File: src/rtl/execute_md_stage_pkg.sv
// exe_pkg: shared ALU opcodes, mul/div FSM states, forwarding selects and control-bundle bit positions
package exe_pkg;
  typedef enum logic [4:0] {
    ALU_AND   = 5'd0,
    ALU_OR    = 5'd1,
    ALU_XOR   = 5'd2,
    ALU_NOR   = 5'd3,
    ALU_ADD   = 5'd4,
    ALU_SUB   = 5'd5,
    ALU_SLT   = 5'd6,
    ALU_SLTU  = 5'd7,
    ALU_SLL   = 5'd8,
    ALU_SRL   = 5'd9,
    ALU_SRA   = 5'd10,
    ALU_SLLV  = 5'd11,
    ALU_SRLV  = 5'd12,
    ALU_SRAV  = 5'd13,
    ALU_MFHI  = 5'd14,
    ALU_MFLO  = 5'd15,
    ALU_MULT  = 5'd16,
    ALU_MULTU = 5'd17,
    ALU_DIV   = 5'd18,
    ALU_DIVU  = 5'd19
  } alu_op_e;
  typedef enum logic {IDLE, BUSY} md_state_e;
  typedef enum logic [1:0] {
    FWD_REG     = 2'b00,
    FWD_WB      = 2'b01,
    FWD_MEM     = 2'b10,
    FWD_REG_ALT = 2'b11
  } fwd_sel_e;
  localparam int CTRL_BRANCH   = 0;
  localparam int CTRL_WRITE_EN = 1;
  localparam int CTRL_READ_EN  = 2;
  localparam int CTRL_REGWRITE = 3;
  localparam int CTRL_MEMTOREG = 4;
  function automatic logic is_md_op(alu_op_e o);
    return o inside {ALU_MULT, ALU_MULTU, ALU_DIV, ALU_DIVU};
  endfunction
endpackage

File: src/rtl/execute_md_stage_muldiv_iter.sv
// muldiv_iter: radix-2 iterative multiply/divide on magnitudes with sign fix-up into HI/LO
module muldiv_iter
  import exe_pkg::*;
#(
  parameter int XLEN = 32
) (
  input  logic            clock,
  input  logic            reset,
  input  logic            start,
  input  logic            flush,
  input  alu_op_e         op,
  input  logic [XLEN-1:0] a,
  input  logic [XLEN-1:0] b,
  output logic            busy,
  output logic [XLEN-1:0] hi,
  output logic [XLEN-1:0] lo
);
  localparam int CW = $clog2(XLEN);
  md_state_e state;
  logic [CW-1:0] cnt;
  logic [XLEN-1:0] acc_hi, acc_lo, den, a_mag, b_mag, step_hi, step_lo, hi_fin, lo_fin;
  logic [XLEN:0] msum, rsh, rdiff;
  logic [2*XLEN-1:0] prod, pfix;
  logic is_div, neg_q, neg_r, div0, sgn, a_neg, b_neg, div_op;
  assign busy = state == BUSY;
  assign sgn = op == ALU_MULT || op == ALU_DIV;
  assign div_op = op == ALU_DIV || op == ALU_DIVU;
  assign a_neg = sgn && a[XLEN-1];
  assign b_neg = sgn && b[XLEN-1];
  assign a_mag = a_neg ? -a : a;
  assign b_mag = b_neg ? -b : b;
  // multiply: {acc_hi,acc_lo} shifts right, adding the multiplicand when the multiplier LSB is set
  assign msum = {1'b0, acc_hi} + (acc_lo[0] ? {1'b0, den} : '0);
  // divide: shift the next dividend bit into the partial remainder and subtract if it fits
  assign rsh = {acc_hi, acc_lo[XLEN-1]};
  assign rdiff = rsh - {1'b0, den};
  assign step_hi = is_div ? (rdiff[XLEN] ? rsh[XLEN-1:0] : rdiff[XLEN-1:0]) : msum[XLEN:1];
  assign step_lo = is_div ? {acc_lo[XLEN-2:0], !rdiff[XLEN]} : {msum[0], acc_lo[XLEN-1:1]};
  assign prod = {step_hi, step_lo};
  assign pfix = neg_q ? -prod : prod;
  // divide by zero keeps the all-ones quotient that the restoring loop naturally produces
  assign hi_fin = !is_div ? pfix[2*XLEN-1:XLEN] : neg_r ? -step_hi : step_hi;
  assign lo_fin = !is_div ? pfix[XLEN-1:0] : div0 ? '1 : neg_q ? -step_lo : step_lo;
  // IDLE/BUSY sequencer: flush aborts without touching HI/LO, last step commits the result
  always_ff @(posedge clock or posedge reset)
    if (reset) begin
      state <= IDLE;
      cnt <= '0;
      acc_hi <= '0;
      acc_lo <= '0;
      den <= '0;
      is_div <= 1'b0;
      neg_q <= 1'b0;
      neg_r <= 1'b0;
      div0 <= 1'b0;
      hi <= '0;
      lo <= '0;
    end else if (flush) begin
      state <= IDLE;
    end else if (state == IDLE) begin
      if (start) begin
        state <= BUSY;
        cnt <= CW'(XLEN - 1);
        is_div <= div_op;
        acc_hi <= '0;
        acc_lo <= div_op ? a_mag : b_mag;
        den <= div_op ? b_mag : a_mag;
        neg_q <= a_neg ^ b_neg;
        neg_r <= a_neg;
        div0 <= b == '0;
      end
    end else begin
      acc_hi <= step_hi;
      acc_lo <= step_lo;
      cnt <= cnt - CW'(1);
      if (cnt == '0) begin
        state <= IDLE;
        hi <= hi_fin;
        lo <= lo_fin;
      end
    end
endmodule

File: src/rtl/execute_md_stage.sv
// execute_md_stage: EX stage with forwarding muxes, ALU, branch adder, iterative mul/div and EX/MEM register
module execute_md_stage
  import exe_pkg::*;
#(
  parameter int XLEN   = 32,
  parameter int PC_W   = 10,
  parameter int RA_W   = 5,
  parameter int CTRL_W = 5
) (
  input  logic              clock,
  input  logic              reset,
  input  logic              ip_valid,
  input  logic              ip_flush,
  input  logic [4:0]        ip_alu_op,
  input  logic              ip_alu_src,
  input  logic [XLEN-1:0]   ip_rs1_data,
  input  logic [XLEN-1:0]   ip_rs2_data,
  input  logic [XLEN-1:0]   ip_immediate,
  input  logic [4:0]        ip_shamt,
  input  logic [PC_W-1:0]   ip_pc_plus_4,
  input  logic [RA_W-1:0]   ip_dest_reg,
  input  logic [CTRL_W-1:0] ip_ctrl,
  input  logic [1:0]        ip_fa,
  input  logic [1:0]        ip_fb,
  input  logic [XLEN-1:0]   ip_fwd_mem,
  input  logic [XLEN-1:0]   ip_fwd_wb,
  output logic              op_stall,
  output logic              op_valid,
  output logic [XLEN-1:0]   op_alu_result,
  output logic              op_zero,
  output logic [PC_W-1:0]   op_add_result,
  output logic [XLEN-1:0]   op_mem_wdata,
  output logic [RA_W-1:0]   op_dest_reg,
  output logic [CTRL_W-1:0] op_ctrl
);
  localparam int SH_W = $clog2(XLEN);
  alu_op_e op;
  logic [XLEN-1:0] a, b_fwd, b, alu, hi, lo;
  logic [SH_W-1:0] sh, shv;
  logic [PC_W-1:0] target;
  logic busy, kill;
  assign op = alu_op_e'(ip_alu_op);
  assign a = ip_fa == FWD_MEM ? ip_fwd_mem : ip_fa == FWD_WB ? ip_fwd_wb : ip_rs1_data;
  assign b_fwd = ip_fb == FWD_MEM ? ip_fwd_mem : ip_fb == FWD_WB ? ip_fwd_wb : ip_rs2_data;
  assign b = ip_alu_src ? ip_immediate : b_fwd;
  assign sh = SH_W'(ip_shamt);
  assign shv = a[SH_W-1:0];
  assign target = ip_pc_plus_4 + (PC_W'(ip_immediate) << 2);
  assign op_stall = busy;
  assign kill = !ip_valid || ip_flush || busy;
  muldiv_iter #(.XLEN(XLEN)) u_md (
    .clock(clock),
    .reset(reset),
    .start(ip_valid && is_md_op(op)),
    .flush(ip_flush),
    .op(op),
    .a(a),
    .b(b),
    .busy(busy),
    .hi(hi),
    .lo(lo)
  );
  // single-cycle ALU; mul/div ops leave a zero result on their start cycle
  always_comb begin
    alu = '0;
    case (op)
      ALU_AND:  alu = a & b;
      ALU_OR:   alu = a | b;
      ALU_XOR:  alu = a ^ b;
      ALU_NOR:  alu = ~(a | b);
      ALU_ADD:  alu = a + b;
      ALU_SUB:  alu = a - b;
      ALU_SLT:  alu = XLEN'($signed(a) < $signed(b));
      ALU_SLTU: alu = XLEN'(a < b);
      ALU_SLL:  alu = b << sh;
      ALU_SRL:  alu = b >> sh;
      ALU_SRA:  alu = $signed(b) >>> sh;
      ALU_SLLV: alu = b << shv;
      ALU_SRLV: alu = b >> shv;
      ALU_SRAV: alu = $signed(b) >>> shv;
      ALU_MFHI: alu = hi;
      ALU_MFLO: alu = lo;
      default:  alu = '0;
    endcase
  end
  // EX/MEM register: bubble (all zero) when empty, flushed or stalled behind mul/div
  always_ff @(posedge clock or posedge reset)
    if (reset) begin
      op_valid <= 1'b0;
      op_alu_result <= '0;
      op_zero <= 1'b0;
      op_add_result <= '0;
      op_mem_wdata <= '0;
      op_dest_reg <= '0;
      op_ctrl <= '0;
    end else begin
      op_valid <= !kill;
      op_alu_result <= kill ? '0 : alu;
      op_zero <= !kill && alu == '0;
      op_add_result <= kill ? '0 : target;
      op_mem_wdata <= kill ? '0 : b_fwd;
      op_dest_reg <= kill ? '0 : ip_dest_reg;
      op_ctrl <= kill ? '0 : ip_ctrl;
    end
endmodule

File: config.mk
export PLATFORM = sky130hd
export DESIGN_NAME = execute_md_stage
export DESIGN_NICKNAME = d
export VERILOG_FILES = /design/src/rtl/execute_md_stage_pkg.sv /design/src/rtl/execute_md_stage_muldiv_iter.sv /design/src/rtl/execute_md_stage.sv
export SDC_FILE = /design/constraint.sdc
export NUM_CORES = 2
export LEC_CHECK = 0
export CAP_MARGIN = 20
export CELL_PAD_IN_SITES_DETAIL_PLACEMENT = 1
export CELL_PAD_IN_SITES_GLOBAL_PLACEMENT = 2
export CORE_ASPECT_RATIO = 0.75
export CORE_UTILIZATION = 35
export DETAILED_ROUTE_END_ITERATION = 6
export GPL_TIMING_DRIVEN = 0
export PLACE_DENSITY = 0.93
export SLEW_MARGIN = 25
export SYNTH_ARGS = -nofsm -noshare
export SYNTH_HDL_FRONTEND = slang
export SYNTH_SLANG_ARGS = --single-unit
File: constraint.sdc
create_clock -name clock -period 9.9 [get_ports clock]
set_input_delay 1.98 -clock clock [delete_from_list [all_inputs] [get_ports clock]]
set_output_delay 1.98 -clock clock [all_outputs]
set_load 0.1 [all_outputs]
==> metrics.txt <==
status=finished with violations; failing checks=design-rule violations; worst path arrival time=10.25 ns; clock root cell=clkbuf_16; list of most frequent post-synthesis cells=nor2_1, nand2_1, a21oi_1; final slew viol count=0; Max Cap Violations=0; count leader, synth=nor2_1; crit path from=ip_fa[1]; Initial DRC Count=5675; Clock Path Buffers=3; Hold Crit Class=flop to flop; crit path max fanout=10; remaining antenna violation count after routing=0; Finished Cell Area=36300 sq um; DRT Pass-1 Iters=7; total gr overflow=0; GRT Overall Usage=47.55%; Die Ht=258.2 um; Total Power=0.005984 W; cell area after synthesis=30630 sq um; CP endpoint kind=flop; reg2reg start=u_md.acc_lo[31]$_DFFE_PP0P_; number of global-route vias before repair=35310; CTS tree=built; actual slew at the worst max-slew pin=1.285 ns; cts hold-fix bufs=0; M3 GR Usage=28.10%; Inst Count DP=5493; total core area=86220 sq um; Seq cells post-synth=256; slowest stage delay, CP=0.75 ns; top cells by area, synth=dfrtp_1, ha_1, mux2i_1; top-area cell type share of the netlist area=20.92%; fin crit period=9.711 ns; final net count=4767; Tcrit/Tclk final=98.09%; Power Density=164.8 nW/um^2; CTS clk-pin slew, worst paths=0.06 ns; setup_tns=0 ns; fin cells=5556; Leak=15.14 nW; largest net degree at the start of global routing=94; Vias/cell=6.861; total CTS buffers=31; Cell variety after synth=111; worst hold margin=0.5154 ns; register area=6406 sq um; Layout area overhead=18.53%; synth warn=0; die area=88700 sq um; fill count=10680; crit start category=primary input; share of layout cells above drive strength 1=8.095%; RSZ-0062 raised after global routing=false; vias=38120; dpl hpwl=180500 um; Syn Nets=4441; met2 usage=56.99%; Initial Util=35.52%; Async S/R FF share, synth=100.0%; # setup viols final=0; Clock Latency Late Sink=0.65 ns; fmax=103.0 MHz; dpl cell area=35150 sq um; Worst EP required=10.44 ns; critical path class=primary input to flop; number of core rows=93; Slew Limit Headroom=14.36%; CTS Sinks=256; sequential share of the synthesized area=20.92%; initial antenna violation count=11; min-delay src=u_md.lo[22]$_DFFE_PP0P_; count of buffers from port buffering=278; area of the multi-input gates=22610 sq um; Gate Count Post-Synth=4061; slowest CP cell=nor3b_1; Avg Cell Area, Syn=7.542 sq um; H-Tree Depth=1; Top delay family on crit path=simple AND/OR/NAND/NOR gates; GR Util met1=68.99%; first-pass GRT wire length=294100 um; post-DR wirelength/cell=39.37 um; Total Wirelength=218800 um; final number of hold-violating endpoints=0; drt drc=1; Post-synth EDFFs=0; critical path, cell by cell=clkdlybuf4s50_1 -> buf_2 -> nand2b_4 -> clkbuf_1 -> clkbuf_1 -> o22a_1 -> o21ai_1 -> inv_1 -> ha_1 -> nor3b_1 -> nand2_1 -> a211oi_2 -> o21ai_0 -> o311a_1 -> xnor2_1 -> nor2_1 -> a2111o_1 -> nor3_1 -> nand2_1 -> nor4_1 -> nand4_1 -> nor3b_2; WP buf/inv=5; Post-Route Skew=0.03948 ns; busiest grt layer=met1; Top Ports=286; VDD IR max=0.1491 mV; RD Place Congestion=1.112; Main synth FF type=dfrtp_1; Synth area leader=dfrtp_1; die width=343.6 um
==> path summary, 6_finish.rpt <==
kind | slack, ns | depth (start not counted) | to
max | 0.19 | 22 | op_zero$_DFF_PP0_
min | 0.52 | 1 | u_md.lo[22]$_DFFE_PP0P_
max reg2reg | 0.60 | 26 | u_md.hi[30]$_DFFE_PP0P_
min reg2reg | 0.52 | 1 | u_md.lo[22]$_DFFE_PP0P_
max in group asynchronous | 6.61 | 4 | u_md.hi[18]$_DFFE_PP0P_
min in group asynchronous | 1.79 | 2 | op_ctrl[4]$_DFF_PP0_
==> repair_timing <==
action	4_1_cts	5_1_grt
setup buffers	0	0
gates resized for setup	0	1
setup endpoints to repair	0	1
==> report_power, final <==
part	leakage [nW]	switching (W)	total, W	internal [W]
clock network	0.506	0.000532	0.00121	0.000681
logic	11.3	0.00252	0.00350	0.000985
registers	3.37	0.000120	0.00127	0.00115
total	15.1	0.00317	0.00598	0.00282
==> per-stage QoR <==
step	worst slack, ns	utilization [%]
final	0.1893	42.10
after CTS	0.6359	41.97
after global routing	0.3068	42.08
after detailed placement	0.03950	40.77
after floorplan	0.8783	-
after global placement	-3.071	40.40
==> logic make-up after synthesis <==
family / Yosys count / share of synthesized area, %
buf+inv: 443 / 6.112
simple gates: 1333 / 20.39
compound gates: 1360 / 29.43
xor+xnor: 216 / 6.177
fa+ha+maj: 181 / 7.492
mux: 272 / 9.482
flops: 256 / 20.92
==> layer usage <==
metal	wire length, um	share of wire [%]
met4	6536	3.0
met5	310	0.14
met3	39540	18
met2	75850	35
met1	96520	44
==> layout make-up <==
class / instances / share of cell area [%]
antenna: 6 / 0.04136
buffer: 283 / 3.533
clock buffer: 43 / 2.454
clock inverter: 13 / 0.3998
inverter: 160 / 1.675
multi-input combinational: 3362 / 62.27
sequential: 256 / 17.65
tap: 1140 / 3.929
timing repair buffer: 293 / 8.051
==> cell usage in the layout (no fill, tap or decap), drive strengths merged, types with 46 or more instances in the layout <==
cell / instances
mux2: 73
xor2: 53
o22ai: 49
buf: 126
nor2: 428
a22oi: 63
nand3: 94
a21oi: 350
o211ai: 67
dfrtp: 256
inv: 158
mux2i: 196
nor3: 79
o21ai: 297
and3: 60
o22a: 53
nand2: 403
a211oi: 64
ha: 177
and2: 46
clkdlybuf4s50: 278
xnor2: 163
clkbuf: 215
Note: power is estimated with default switching activity, not from simulation.
